$ cat src/rtl/alu_pkg.sv
// rtl/alu_pkg.sv - ALU control codes, ALUOp encodings and funct codes shared by the ID/EX issue stage
//
// Purpose: common constants for the 4-bit-control MIPS ALU and its feed stage.
// Ports:   none (package).
package alu_pkg;

    localparam int WIDTH_DEF = 32;

    typedef enum logic [3:0] {
        ALU_AND = 4'd0,
        ALU_OR  = 4'd1,
        ALU_ADD = 4'd2,
        ALU_SUB = 4'd6,
        ALU_SLT = 4'd7,
        ALU_NOR = 4'd12,
        ALU_ILL = 4'd15
    } alu_ctl_e;

    typedef enum logic [1:0] {
        ALUOP_ADD   = 2'b00,
        ALUOP_SUB   = 2'b01,
        ALUOP_FUNCT = 2'b10,
        ALUOP_OR    = 2'b11
    } alu_op_e;

    localparam logic [5:0] FUNCT_ADD = 6'b100000;
    localparam logic [5:0] FUNCT_SUB = 6'b100010;
    localparam logic [5:0] FUNCT_AND = 6'b100100;
    localparam logic [5:0] FUNCT_OR  = 6'b100101;
    localparam logic [5:0] FUNCT_NOR = 6'b100111;
    localparam logic [5:0] FUNCT_SLT = 6'b101010;

endpackage

$ cat src/rtl/alu_ctl_decode.sv
// rtl/alu_ctl_decode.sv - combinational ALUOp/funct to ALU control decoder
//
// Purpose: map main-decoder ALUOp and R-type funct onto the 4-bit ALU control.
// Ports:
//   alu_op  in  2  main-decoder ALUOp
//   funct   in  6  R-type funct field
//   alu_ctl out 4  ALU control code (15 for an undecodable funct)
//   illegal out 1  funct not recognised under ALUOp 10
module alu_ctl_decode
    import alu_pkg::*;
(
    input  logic [1:0] alu_op,
    input  logic [5:0] funct,
    output logic [3:0] alu_ctl,
    output logic       illegal
);

    always_comb begin
        alu_ctl = ALU_ADD;
        illegal = 1'b0;
        case (alu_op)
            ALUOP_ADD: alu_ctl = ALU_ADD;
            ALUOP_SUB: alu_ctl = ALU_SUB;
            ALUOP_OR:  alu_ctl = ALU_OR;
            default: begin
                case (funct)
                    FUNCT_ADD: alu_ctl = ALU_ADD;
                    FUNCT_SUB: alu_ctl = ALU_SUB;
                    FUNCT_AND: alu_ctl = ALU_AND;
                    FUNCT_OR:  alu_ctl = ALU_OR;
                    FUNCT_NOR: alu_ctl = ALU_NOR;
                    FUNCT_SLT: alu_ctl = ALU_SLT;
                    default: begin
                        // Code 15 makes the ALU emit 0; the entry still flows downstream.
                        alu_ctl = ALU_ILL;
                        illegal = 1'b1;
                    end
                endcase
            end
        endcase
    end

endmodule

$ cat src/rtl/id_ex_issue.sv
// rtl/id_ex_issue.sv - ID/EX issue stage: ALU control decode, operand select, 2-entry skid buffer
//
// Purpose: registers {alu_ctl, op1, op2, rd} into a 2-entry buffer so the ALU
//          sees only registered values.
// Ports:
//   clk, rst_n                 clock, asynchronous active-low reset
//   in_valid/in_ready          upstream handshake (in_ready is registered)
//   alu_op, funct, alu_src     decode inputs
//   rs_val, rt_val, imm, rd_in operand and destination inputs
//   flush                      drop all held and incoming entries
//   out_valid/out_ready        downstream handshake
//   alu_ctl, op1, op2, rd_out, illegal   head entry fields
//   stall_cnt                  saturating count of back-pressure cycles
module id_ex_issue
    import alu_pkg::*;
#(
    parameter int WIDTH = WIDTH_DEF,
    parameter int RD_W  = 5,
    parameter int CNT_W = 16
) (
    input  logic             clk,
    input  logic             rst_n,
    input  logic             in_valid,
    output logic             in_ready,
    input  logic [1:0]       alu_op,
    input  logic [5:0]       funct,
    input  logic             alu_src,
    input  logic [WIDTH-1:0] rs_val,
    input  logic [WIDTH-1:0] rt_val,
    input  logic [WIDTH-1:0] imm,
    input  logic [RD_W-1:0]  rd_in,
    input  logic             flush,
    output logic             out_valid,
    input  logic             out_ready,
    output logic [3:0]       alu_ctl,
    output logic [WIDTH-1:0] op1,
    output logic [WIDTH-1:0] op2,
    output logic [RD_W-1:0]  rd_out,
    output logic             illegal,
    output logic [CNT_W-1:0] stall_cnt
);

    logic [3:0]       in_ctl;
    logic             in_ill;
    logic [WIDTH-1:0] in_op2;

    alu_ctl_decode u_decode (
        .alu_op  (alu_op),
        .funct   (funct),
        .alu_ctl (in_ctl),
        .illegal (in_ill)
    );

    assign in_op2 = alu_src ? imm : rt_val;

    logic [1:0]       count_q, count_n;
    logic             in_ready_q;
    logic [CNT_W-1:0] stall_q;

    logic [3:0]       head_ctl, tail_ctl;
    logic             head_ill, tail_ill;
    logic [WIDTH-1:0] head_op1, tail_op1;
    logic [WIDTH-1:0] head_op2, tail_op2;
    logic [RD_W-1:0]  head_rd,  tail_rd;

    logic accept, pop;
    logic load_head_in, load_head_tail, load_tail_in;

    assign out_valid = (count_q != 2'd0);
    assign accept    = in_valid & in_ready_q;
    assign pop       = out_valid & out_ready;

    // Head takes the new entry when it is the only one left after this edge;
    // otherwise a pop from full promotes the tail.
    assign load_head_in   = accept && ((count_q == 2'd0) || (count_q == 2'd1 && pop));
    assign load_head_tail = pop && (count_q == 2'd2);
    assign load_tail_in   = accept && (count_q == 2'd1) && !pop;

    always_comb begin
        count_n = count_q;
        if (flush) begin
            count_n = 2'd0;
        end else if (accept && !pop) begin
            count_n = count_q + 2'd1;
        end else if (pop && !accept) begin
            count_n = count_q - 2'd1;
        end
    end

    always_ff @(posedge clk or negedge rst_n) begin
        if (!rst_n) begin
            count_q    <= 2'd0;
            in_ready_q <= 1'b1;
            stall_q    <= '0;
            head_ctl   <= 4'd0;
            head_ill   <= 1'b0;
            head_op1   <= '0;
            head_op2   <= '0;
            head_rd    <= '0;
            tail_ctl   <= 4'd0;
            tail_ill   <= 1'b0;
            tail_op1   <= '0;
            tail_op2   <= '0;
            tail_rd    <= '0;
        end else begin
            count_q    <= count_n;
            in_ready_q <= (count_n != 2'd2);
            // Survives flush on purpose: it measures downstream back-pressure.
            if (out_valid && !out_ready && (stall_q != '1)) begin
                stall_q <= stall_q + 1'b1;
            end
            if (!flush) begin
                if (load_head_in) begin
                    head_ctl <= in_ctl;
                    head_ill <= in_ill;
                    head_op1 <= rs_val;
                    head_op2 <= in_op2;
                    head_rd  <= rd_in;
                end else if (load_head_tail) begin
                    head_ctl <= tail_ctl;
                    head_ill <= tail_ill;
                    head_op1 <= tail_op1;
                    head_op2 <= tail_op2;
                    head_rd  <= tail_rd;
                end
                if (load_tail_in) begin
                    tail_ctl <= in_ctl;
                    tail_ill <= in_ill;
                    tail_op1 <= rs_val;
                    tail_op2 <= in_op2;
                    tail_rd  <= rd_in;
                end
            end
        end
    end

    assign in_ready  = in_ready_q;
    assign alu_ctl   = head_ctl;
    assign illegal   = head_ill;
    assign op1       = head_op1;
    assign op2       = head_op2;
    assign rd_out    = head_rd;
    assign stall_cnt = stall_q;

endmodule

$ cat config.mk
export PLATFORM = sky130hd
export DESIGN_NAME = id_ex_issue
export DESIGN_NICKNAME = d
export VERILOG_FILES = /design/src/rtl/alu_pkg.sv /design/src/rtl/alu_ctl_decode.sv /design/src/rtl/id_ex_issue.sv
export SDC_FILE = /design/constraint.sdc
export NUM_CORES = 1
export LEC_CHECK = 0
export BUFFER_PORTS_ARGS = -buffer_cell sky130_fd_sc_hd__buf_2
export CAP_MARGIN = 30
export CORE_MARGIN = 2
export CORE_UTILIZATION = 36
export DETAILED_ROUTE_END_ITERATION = 10
export GPL_TIMING_DRIVEN = 0
export SETUP_SLACK_MARGIN = 0.3
export SYNTH_ARGS = -nofsm -noshare
export SYNTH_HDL_FRONTEND = slang
export SYNTH_HIERARCHICAL = 1
export SYNTH_SLANG_ARGS = --single-unit
$ cat constraint.sdc
create_clock -name clk -period 2.1 [get_ports clk]
set_input_delay 0.105 -clock clk [delete_from_list [all_inputs] [get_ports clk]]
set_output_delay 0.105 -clock clk [all_outputs]
set_load 0.005 [all_outputs]
==> Word-level counts from Yosys, hierarchy flattened <==
Cells that the tools add are included.
{ "word_totals": {"register_bits": 167, "latch_bits": 0, "ram_bits": 0, "romBits": 0, "output_inout_bits": 92, "wordCells": 70, "n_memories": 0} }
{ "op_classes": {"addsub": 3, "n_mul": 0, "n_div": 0, "magnitude_cmp": 0, "n_eq_ne": 12, "shifts": 0, "mux": 18, "n_bitwise": 3, "n_reduce_logical": 21} }
{ "op_table": {"columns": ["operator", "count"], "rows": [
  ["$mux 32", 5],
  ["$eq 6x6->1 const B", 6],
  ["$pmux 4 s6", 1],
  ["$add 16x1->16 const B", 1],
  ["$ne 16x16->1 const B", 1],
  ["$pmux 4 s3", 1],
  ["$mux 5", 2],
  ["$logic_and 1x1->1", 9],
  ["$mux 4", 2],
  ["$mux 2", 3],
  ["$reduce_or 6->1", 1],
  ["$eq 2x1->1 const B", 2],
  ["$eq 2x2->1 const B", 2],
  ["$logic_not 2->1", 2],
  ["$mux 1", 4],
  ["$reduce_and 2->1", 2],
  ["$reduce_bool 2->1", 2],
  ["$logic_not 1->1", 3],
  ["$reduce_or 3->1", 1],
  ["$add 2x1->2 const B", 1],
  ["$and 1x1->1", 2],
  ["$ne 2x2->1 const B", 1],
  ["$sub 2x1->2 const B", 1],
  ["$logic_or 1x1->1", 1],
  ["$not 1->1", 1]
]} }

==> Logic depth before layout (Yosys ltp) <==
Gate-level depths: netlist of the first run.
{ "logic_depth": {"depth_word": 7, "ltp_mapped": 8, "mapped_depth_nobuf": 6} }

==> Modules after synthesis <==
The synthesis of the first run kept the hierarchy.
{ "by_module_without_submodules": {"columns": ["mod", "instances", "cells_each", "area_per_inst_um2", "seq_area_each_um2"], "rows": [
  ["id_ex_issue", 1, 533, 7783.7, 4180.3],
  ["alu_ctl_decode", 1, 21, 132.6, 0.0]
]} }

==> Worst setup path after synthesis of the first run <==
OpenSTA, ideal clock, no wires.
{ "synth_path": {"path_kind": "register -> register", "startpoint": "register count_q[1]", "endpoint": "register head_op1[14], in the netlist op1[14]", "arrival_ns": 1.819, "t_required_ns": 1.975, "slack_ns": 0.157, "path_stages_with_launch": 9, "synth_period_minus_slack_ns": 1.943, "path_cell_list": "dfrtp_1 > inv_1 > ha_1 > a21oi_1 > nor2_1 > buf_4 > buf_2 > mux2_2 > mux2_2"} }
{ "synth_between": {"elab_chain_len": 7} }
{ "synth_rtl": {"columns": ["item", "line_no", "source"], "rows": [
  ["start: declaration", "id_ex_issue.sv:56", "logic [1:0] count_q, count_n;"],
  ["start signal: assignment", "id_ex_issue.sv:106", "count_q <= count_n;"],
  ["$reduce_bool 2->1", "id_ex_issue.sv:69", "assign out_valid = (count_q != 2'd0);"],
  ["$and 1x1->1", "id_ex_issue.sv:71", "assign pop = out_valid & out_ready;"],
  ["$logic_and 1x1->1", "id_ex_issue.sv:75", "assign load_head_in = accept && ((count_q == 2'd0) || (count_q == 2'd1 && pop));"],
  ["$logic_or 1x1->1", "id_ex_issue.sv:75", null],
  ["$logic_and 1x1->1", "id_ex_issue.sv:75", null],
  ["$reduce_bool 2->1 (no source line)", null, null],
  ["$reduce_and 2->1 (no source line)", null, null],
  ["end signal: assignment", "id_ex_issue.sv:116", "head_op1 <= rs_val;"],
  ["end signal: assignment", "id_ex_issue.sv:122", "head_op1 <= tail_op1;"],
  ["end: declaration", "id_ex_issue.sv:62", "logic [WIDTH-1:0] head_op1, tail_op1;"]
]} }
Several ways; a longest one is shown, not always the timed one.
A chain may end at the register's enable or synchronous reset.

==> Final worst setup path of the first run <==
{ "layout_path": {"startpoint": "register count_q[0]", "endpoint": "register head_op2[26], in the netlist op2[26]"} }
{ "layout_between": {"elab_chain_len": 7} }
{ "layout_rtl": {"columns": ["item", "line_no", "source"], "rows": [
  ["$reduce_bool 2->1", "id_ex_issue.sv:69", null],
  ["$and 1x1->1", "id_ex_issue.sv:71", null],
  ["$logic_and 1x1->1", "id_ex_issue.sv:75", null],
  ["$logic_or 1x1->1", "id_ex_issue.sv:75", null],
  ["$logic_and 1x1->1", "id_ex_issue.sv:75", null],
  ["$reduce_bool 2->1 (no source line)", null, null],
  ["$reduce_and 2->1 (no source line)", null, null],
  ["end signal: assignment", "id_ex_issue.sv:117", "head_op2 <= in_op2;"],
  ["end signal: assignment", "id_ex_issue.sv:123", "head_op2 <= tail_op2;"],
  ["end: declaration", "id_ex_issue.sv:63", "logic [WIDTH-1:0] head_op2, tail_op2;"]
]} }
Several ways; a longest one is shown, not always the timed one.

==> impl_metrics.py, run 1 <==
metrics = {
    "floorplanning": {
        "fp.dieW_um": 152,
        "initial_core_util_pct": 36.5,
        "core_area_mm2": 0.0217,
        "dieArea_mm2": 0.0232,
        "ios": 207,
        "core.rowCount": 54,
        "chipHeight_um": 152,
    },
    "global_route": {
        "grt_max_degree": 90,
        "grt_pass1_wl_mm": 30.8,
        "antenna_found_initial": 0,
        "grt_overflow_total": 0,
        "grt_pass1_vias": 5797,
        "grtUsageTotal_pct": 16.4,
    },
    "yosys": {
        "synth_top_flop_cell": "dfrtp_1",
        "synthCells": 554,
        "async_reset_ff_share_pct": 100,
        "yosys-top-cells-area": "dfrtp_1 (52%), mux2_2 (36%), buf_4 (1.2%)",
        "yosysTopAreaCellShare_pct": 52.5,
        "avgSynthCellArea_um2": 14.3,
        "ys_seq_elements": 167,
        "synth_common_cells": "mux2_2 (256), dfrtp_1 (166), buf_2 (14), buf_4 (13), nand3_1 (13)",
        "yosys.cell_count.top_type": "mux2_2",
        "synth_cell_types": 40,
        "synth-seq-area-share_pct": 52.8,
        "synth_warnings": 6,
        "synth_fp_nets": 673,
        "synth_edf_count": 0,
        "syn_area_mm2": 0.00792,
        "synth_top_area_cell": "dfrtp_1",
    },
    "worst_setup_path": {
        "critPathBufInv": 3,
        "path_cells": "inv_2, ha_4, a21oi_4, nor2_4, buf_12, buf_12, mux2_2, mux2_4",
        "crit_arrival_ps": 2290,
        "crit_cells": 8,
        "critPathMaxStageDelay_ps": 400,
        "crit_slowest_cell": "dfrtp_1",
        "criticalPathCategory": "register to register",
        "timing.reg2reg.setup_slack_ps": 110,
        "required_ps": 2400,
        "cp_top_family": "multiplexers",
        "end_kind": "register",
        "cpMostUsedCell": "buf_12",
        "r2r_cells": 8,
        "critPathLaunchType": "register",
        "cp_max_fo": 10,
    },
    "sta": {
        "final.period_utilization_pct": 94.7,
        "final-hold-violation-count": 0,
        "timing.fmax_mhz": 503,
        "setup_viol": 0,
        "rsz0062_at_grt": "yes",
        "post-route-min-period_ps": 1990,
        "tightest_slew_ps": 622,
        "drv_slew": 0,
        "skew_ps": 11.3,
        "relSlewSlack_pct": 58.5,
    },
    "route": {
        "via_count": 5557,
        "viasPerCell": 4.77,
        "wl_mm": 20.0,
        "postRouteAntennaNets": 0,
        "drtPass1Iterations": 4,
        "wl_per_cell_um": 17.1,
        "dr.first_iter.drc_count": 174,
        "drc_errors": 0,
    },
    "cts": {
        "insertion_delay_ps": 420,
        "h-tree-depth": 4,
        "clockBufferDepth": 2,
        "clk_pin_slew_ps": 70,
        "numCtsBuffers": 17,
        "cts_sinks": 167,
        "cts_tree": "done",
        "clockRootBuffer": "clkbuf_16",
    },
    "power": {
        "power_leakage_nw": 5.69,
        "power_density_mw_per_mm2": 1370,
        "switchingPower_mw": 4.64,
        "p_clk_share_pct": 21.6,
        "ir_drop_uv": 713,
        "internal-power_mw": 11.7,
        "power_frac_comb_pct": 44.9,
        "swShare_pct": 28.4,
        "p_seq_share_pct": 33.5,
    },
    "placed_design": {
        "io_buffers": 205,
        "gp_congestion": 0.770,
        "placedCellCount": 1040,
        "hpwlAfterDp_mm": 12.1,
        "dpl_cell_area_mm2": 0.00943,
    },
    "finish": {
        "fin_cells": 1164,
        "n_antenna_cell": 0,
        "final_nets": 990,
        "stdcell_area_mm2": 0.0120,
        "num-fill-cells": 1817,
        "drive_gt1_share_pct": 68.1,
        "area_growth_pct": 51.0,
    },
    "worst_hold_path": {
        "hp-class": "input pin to register",
        "whs_path_depth": 3,
    },
    "flow_run": {
        "drv_cap": 0,
    },
    "status": {
        "status": "complete, no violations",
    },
}
## layer usage
| metal | vias to the layer above | routed length (µm) | track usage (%) | part of all wire (%) |
|---|---|---|---|---|
| li1 | 2641 | - | - | - |
| met1 | 2784 | 9320 | 21.9 | 47 |
| met2 | 123 | 9600 | 26.8 | 48 |
| met3 | 9 | 899 | 4.27 | 4.5 |
| met4 | 0 | 137 | 3.52 | 0.69 |
| met5 | - | 0 | 0 | 0 |
## stage by stage
stage | worst slack, ps | setup TNS [ps] | utilization (%) | hold WS, ps | total power, mW
final | 111 | 0 | 55.1 | 68.5 | 16.4
after global routing | 50.0 | 0 | 55.1 | 53.2 | 17.4
after CTS | 130 | 0 | 52.5 | 41.5 | 15.8
after detailed placement | -77.9 | -6750 | 43.5 | 134 | 10.8
after global placement | -1890 | -316380 | 43.3 | 335 | 10.7
after floorplan | 224 | 0 | - | -191 | 9.09
## power groups by stage
| stage | Sequential, mW | Combinational [mW] | Clock [mW] |
|---|---|---|---|
| 6_report | 5.48 | 7.35 | 3.54 |
| 3_5_place_dp | 5.48 | 5.36 | 0 |
| 2_1_floorplan | 5.44 | 3.65 | 0 |
| 4_1_cts | 5.42 | 6.74 | 3.63 |
| 5_1_grt | 5.69 | 7.91 | 3.75 |
| 3_3_place_gp | 5.43 | 5.28 | 0 |
## timing repair
item | in CTS | in global routing
resized for setup | 122 | 76
gates cloned | 8 | 9
endpoints found under the hold margin | 117 | 0
pin swaps | 6 | 2
buffers inserted | 30 | 6
hold buffers | 39 | 0
endpoints found under the setup margin | 153 | 152
## cells by family after synthesis
family                     Yosys count  synth area share (%)
xor gates and xnor gates            16                  1.77
DFF                                167                  52.8
and+or+nand+nor                     57                  4.22
AOI/OAI and AO/OA                   14                  1.11
adders and majority gates            5                 0.759
buffers and inverters               38                  2.73
muxes                              257                  36.6
## final cells by class
type	count	area (µm²)	share of cell area [%]
Clock inverter	13	216	1.81
Multi-Input combinational cell	349	4000	33.5
Timing Repair Buffer	298	2250	18.9
Clock buffer	19	443	3.71
Sequential cell	167	4190	35.0
Inverter	8	30.0	0.251
Tap cell	280	350	2.93
Buffer	30	469	3.93
## tightest hold or removal path: cells and delay by family
kind	cells	cell delay, ps
buffers and inverters	1	70
muxes	2	270
## placed cells by master, fill, tap and decap left out, types with 6 or more instances in the layout
cell and count:
buf_12 25, buf_16 6, buf_2 207, buf_4 20, buf_6 13, buf_8 6, clkbuf_16 26, dfrtp_1 161
dlygate4sd3_1 39, inv_1 6, mux2_2 161, mux2_4 96, nand2_1 6, nand3_1 11, nor2_1 6, xnor2_1 11
## final timing paths
kind                       startpoint           end
max                        count_q[0]       op2[26]
min                        rt_val[28]  tail_op2[28]
max reg2reg                count_q[0]       op2[26]
min reg2reg                   op1[28]       op1[28]
max in group asynchronous       rst_n        op2[3]
min in group asynchronous       rst_n  stall_cnt[2]
## state kept, by name, indices dropped and copies added (netlist names)
signal	flops
op1	32
op2	32
tail_op1	32
tail_op2	32
stall_cnt	16
rd_out	5
tail_rd	5
alu_ctl	4
tail_ctl	4
count_q	2
illegal	1
in_ready	1
tail_ill	1
Power figures use the tool's default switching activity.
==> run 2: changes to the inputs <==
--- a/config.mk
+++ b/config.mk
@@ -11,6 +11,7 @@
 export CORE_UTILIZATION = 36
 export DETAILED_ROUTE_END_ITERATION = 10
 export GPL_TIMING_DRIVEN = 0
+export PLACE_DENSITY_LB_ADDON = 0.2
 export SETUP_SLACK_MARGIN = 0.3
 export SYNTH_ARGS = -nofsm -noshare
 export SYNTH_HDL_FRONTEND = slang
==> run 2 against run 1 <==
  * Global-route usage is essentially flat
  * Count of clock-buffer cells in the layout down 1
  * Combinational power down 17%
  * Setup slack got worse by 3.0 ps
  * Highest routed layer unchanged
==> impl_metrics.py, run 2 (same netlist as run 1, synthesis figures left out) <==
metrics = {
    "status": {
        "status": "complete, no violations",
    },
    "cts": {
        "numCtsBuffers": 17,
        "clk_pin_slew_ps": 70,
        "insertion_delay_ps": 420,
        "cts_sinks": 167,
        "clockBufferDepth": 2,
        "h-tree-depth": 4,
        "clockRootBuffer": "clkbuf_16",
        "cts_tree": "done",
    },
    "worst_setup_path": {
        "worstReg2RegEnd": "op2[28]",
        "timing.reg2reg.setup_slack_ps": 110,
        "critPathMaxStageDelay_ps": 410,
        "required_ps": 2400,
        "cp_max_fo": 10,
        "criticalPathCategory": "register to register",
        "crit_arrival_ps": 2290,
        "crit_slowest_cell": "dfrtp_1",
        "path_cells": "inv_2, ha_4, a21oi_2, nor2_4, buf_12, buf_12, mux2_2, mux2_2",
        "r2r_cells": 8,
        "cp_top_family": "multiplexers",
        "end_kind": "register",
        "critPathBufInv": 3,
        "critPathLaunchType": "register",
        "r2r_start": "count_q[1]",
        "crit_cells": 8,
    },
    "sta": {
        "drv_slew": 0,
        "timing.fmax_mhz": 502,
        "final-hold-violation-count": 0,
        "relSlewSlack_pct": 57.2,
        "setup_viol": 0,
        "skew_ps": 10.1,
        "rsz0062_at_grt": "yes",
        "post-route-min-period_ps": 1990,
        "final.period_utilization_pct": 94.9,
        "tightest_slew_ps": 642,
        "hold_slack_ps": 57.4,
    },
    "placed_design": {
        "dpl_cell_area_mm2": 0.00943,
        "gp_congestion": 0.809,
        "hpwlAfterDp_mm": 13.1,
        "placedCellCount": 1040,
        "io_buffers": 205,
    },
    "route": {
        "drtPass1Iterations": 4,
        "via_count": 5487,
        "postRouteAntennaNets": 0,
        "viasPerCell": 4.83,
        "wl_per_cell_um": 16.8,
        "dr.first_iter.drc_count": 122,
        "wl_mm": 19.1,
        "drc_errors": 0,
    },
    "finish": {
        "final_cell_mix": "mux2_2 (244), buf_2 (208), dfrtp_1 (162)",
        "stdcell_area_mm2": 0.0109,
        "register_area_mm2": 0.00419,
        "drive_gt1_share_pct": 66.5,
        "area_growth_pct": 37.3,
        "fin_cells": 1136,
        "final_nets": 962,
        "num-fill-cells": 1891,
        "n_antenna_cell": 0,
        "final_common_cell": "mux2_2",
        "multi_input_area_mm2": 0.00365,
        "final_util_pct": 50.1,
    },
    "worst_hold_path": {
        "holdPathEnd": "stall_cnt[0]",
        "whs_path_depth": 4,
        "hp-start": "out_ready",
        "hp-class": "input pin to register",
    },
    "floorplanning": {
        "fp.dieW_um": 152,
        "core.rowCount": 54,
        "dieArea_mm2": 0.0232,
        "ios": 207,
        "chipHeight_um": 152,
        "initial_core_util_pct": 36.5,
        "core_area_mm2": 0.0217,
    },
    "power": {
        "power_density_mw_per_mm2": 1340,
        "ir_drop_uv": 643,
        "power_leakage_nw": 5.09,
    },
    "global_route": {
        "grtUsageTotal_pct": 16.4,
        "grt_overflow_total": 0,
        "grt_max_degree": 88,
        "grt_pass1_wl_mm": 30.7,
        "grt_pass1_vias": 6076,
        "antenna_found_initial": 0,
    },
    "flow_run": {
        "drv_cap": 0,
    },
}
-- run 2: what timing repair did --
action                                  in CTS  in global routing
gates cloned                                 1                  3
gates resized for setup                     36                 40
endpoints found under the hold margin      119                  0
hold buffers                                39                  0
setup buffers                                9                 12
pin swaps                                    1                  1
endpoints found under the setup margin     156                160
-- run 2: worst max-delay path by stage --
stage	from	endpoint	slack, ps
5_1_grt	count_q[0]	op1[31]	30
3_3_place_gp	rst_n	stall_cnt[14]	-1610
4_1_cts	count_q[0]	op2[28]	110
6_report	count_q[1]	op2[28]	110
3_5_place_dp	count_q[1]	op2[28]	-90
2_1_floorplan	count_q[0]	op1[14]	220
-- run 2: power by group --
group | internal [mW] | switching [mW] | total [mW]
combinational | 3.85 | 2.24 | 6.09
clock | 1.64 | 1.31 | 2.95
sequential | 4.71 | 0.800 | 5.51
total | 10.2 | 4.35 | 14.6
-- run 2: layout make-up --
cell class                 instances  share of cell area (%)
clock buffer                      18                    3.95
sequential                       167                    38.5
clock inverter                    14                    1.16
timing repair buffer             270                    15.6
multi-input combinational        349                    33.6
tap                              280                    3.22
buffer                            30                    3.75
inverter                           8                   0.276
-- run 2: worst register-to-register path, cell delays in order (launching register included) --
cell and delay, ps:
dfrtp_1 410, inv_2 110, ha_4 150, a21oi_2 70, nor2_4 200, buf_12 190, buf_12 150, mux2_2 340
mux2_2 270
-- run 2: through the flow --
stage	setup slack, ps	setup TNS (ps)	total power [mW]
after global routing	31.7	0	15.5
final	108	0	14.6
after floorplan	224	0	9.09
after detailed placement	-87.6	-7070	10.9
after CTS	113	0	14.4
after global placement	-1610	-268330	10.6
-- run 2: per-layer routing --
layer	GRT usage [%]	wire length (µm)	vias to the layer above
met2	28.1	9400	139
met1	20.4	8540	2763
met4	3.83	150	0
li1	-	-	2571
met3	4.75	980	14
met5	0	0	-
==> run 3: changes to the inputs <==
--- a/config.mk
+++ b/config.mk
@@ -11,6 +11,7 @@
 export CORE_UTILIZATION = 36
 export DETAILED_ROUTE_END_ITERATION = 10
 export GPL_TIMING_DRIVEN = 0
+export MAX_ROUTING_LAYER = met4
 export PLACE_DENSITY_LB_ADDON = 0.2
 export SETUP_SLACK_MARGIN = 0.3
 export SYNTH_ARGS = -nofsm -noshare
==> run 3 against run 2 <==
  * Global-route usage rose by 0.49 points
  * Die area did not move
  * Sequential share of layout area fell by 0.49 points
  * Cell area rose by 1.3%
  * Routed wire length rose by 1.5%
  * Non-clock buffer count rose by 4
  * Largest cell class unchanged
  * Largest power group unchanged
  * Highest routed layer unchanged
==> impl_metrics.py, run 3 (same netlist as run 1, synthesis figures left out) <==
metrics = {
    "cts": {
        "numCtsBuffers": 17,
        "cts_tree": "done",
        "clockRootBuffer": "clkbuf_16",
        "h-tree-depth": 4,
        "insertion_delay_ps": 420,
        "cts_sinks": 167,
        "clockBufferDepth": 2,
        "clk_pin_slew_ps": 70,
    },
    "placed_design": {
        "io_buffers": 205,
        "hpwlAfterDp_mm": 13.1,
        "dpl_cell_area_mm2": 0.00943,
        "gp_congestion": 0.824,
    },
    "floorplanning": {
        "ios": 207,
        "fp.dieW_um": 152,
        "dieArea_mm2": 0.0232,
        "chipHeight_um": 152,
        "core.rowCount": 54,
        "initial_core_util_pct": 36.5,
        "core_area_mm2": 0.0217,
    },
    "sta": {
        "fin_setup_tns_ps": 0,
        "final-hold-violation-count": 0,
        "drv_slew": 0,
        "skew_ps": 10.0,
        "rsz0062_at_grt": "yes",
        "timing.fmax_mhz": 503,
        "tightest_slew_ps": 653,
        "setup_viol": 0,
        "final.period_utilization_pct": 94.6,
        "relSlewSlack_pct": 56.5,
        "post-route-min-period_ps": 1990,
    },
    "worst_setup_path": {
        "required_ps": 2400,
        "criticalPathCategory": "register to register",
        "cp_max_fo": 10,
        "end_kind": "register",
        "critPathLaunchType": "register",
        "crit_arrival_ps": 2290,
    },
    "worst_hold_path": {
        "hp-class": "input pin to register",
    },
    "power": {
        "total_power_mw": 14.6,
        "ir_drop_uv": 646,
        "power_leakage_nw": 5.13,
        "power_density_mw_per_mm2": 1330,
    },
    "route": {
        "viasPerCell": 4.87,
        "drtPass1Iterations": 4,
        "wl_per_cell_um": 17.0,
        "wl_mm": 19.4,
        "dr.first_iter.drc_count": 115,
        "drc_errors": 0,
        "postRouteAntennaNets": 0,
        "via_count": 5552,
    },
    "finish": {
        "final_nets": 966,
        "stdcell_area_mm2": 0.0110,
        "final_common_cell": "mux2_2",
        "final_cell_mix": "mux2_2 (244), buf_2 (207), dfrtp_1 (162)",
        "area_growth_pct": 39.1,
        "drive_gt1_share_pct": 66.6,
        "n_antenna_cell": 0,
    },
    "global_route": {
        "antenna_found_initial": 0,
        "grt_pass1_wl_mm": 30.7,
        "grtUsageTotal_pct": 16.8,
        "grt_max_degree": 88,
        "grt_overflow_total": 0,
        "grt_pass1_vias": 6086,
    },
    "status": {
        "status": "complete, no violations",
    },
    "flow_run": {
        "drv_cap": 0,
    },
}
-- run 3: changes by cell type in the layout (fill, tap and decap cells not counted) --
cell	change
buf_8	-4
buf_2	-1
clkbuf_16	+3
buf_6	-1
buf_12	+7
-- run 3: routing by layer --
layer	vias up	share of wire, %	GRT usage [%]
li1	2583	-	-
met1	2806	45	20.7
met2	150	50	28.1
met3	13	4.6	4.07
met4	0	0.67	4.23
met5	-	0	-
-- run 3: critical path: stages, from the launching register on --
cell and delay, ps:
dfrtp_1 410, inv_2 110, ha_4 150, a21oi_2 70, nor2_4 190, buf_12 190
buf_12 140, mux2_2 340, mux2_2 270
-- run 3: where the power goes --
part | internal [mW] | switching, mW | leakage (nW)
registers | 4.71 | 0.804 | 2.06
logic | 3.91 | 2.26 | 2.81
clock network | 1.64 | 1.31 | 0.264
total | 10.3 | 4.38 | 5.13
-- run 3: final cells by class --
cell class / instances / area [µm²]
Clock inverter: 14 / 126
Multi-Input combinational cell: 349 / 3650
Tap cell: 280 / 350
Inverter: 8 / 30.0
Fill cell: 1876 / 10700
Timing Repair Buffer: 274 / 1780
Buffer: 30 / 460
Clock buffer: 18 / 429
Sequential cell: 167 / 4190
-- run 3: stage by stage --
stage               setup WS [ps]  cells  hold slack [ps]  util (%)
finish                        113   1140             59.9      50.8
global placement            -1610   1039              321      43.3
global route                 31.5   1140             49.2      50.8
floorplan                     224    554             -191         -
detailed placement          -87.6   1040              139      43.5
CTS                           113   1121             38.9      48.8
-- run 3: path summary, 6_finish.rpt --
check | endpoint | slack (ps) | cells past startpoint | from
setup / recovery | op2[28] | 110 | 8 | count_q[1]
hold / removal | stall_cnt[0] | 60 | 4 | out_ready
setup reg to reg | op2[28] | 110 | 8 | count_q[1]
hold reg to reg | op2[18] | 500 | 1 | op2[18]
max in group asynchronous | in_ready | 980 | 3 | rst_n
min in group asynchronous | tail_op2[3] | 240 | 2 | rst_n
-- run 3: what timing repair did --
item,4_1_cts,5_1_grt
resized for setup,36,54
endpoints found under the setup margin,156,160
pin swaps,1,1
hold buffers,39,0
buffers inserted,9,13
endpoints found under the hold margin,119,0
gates cloned,1,6
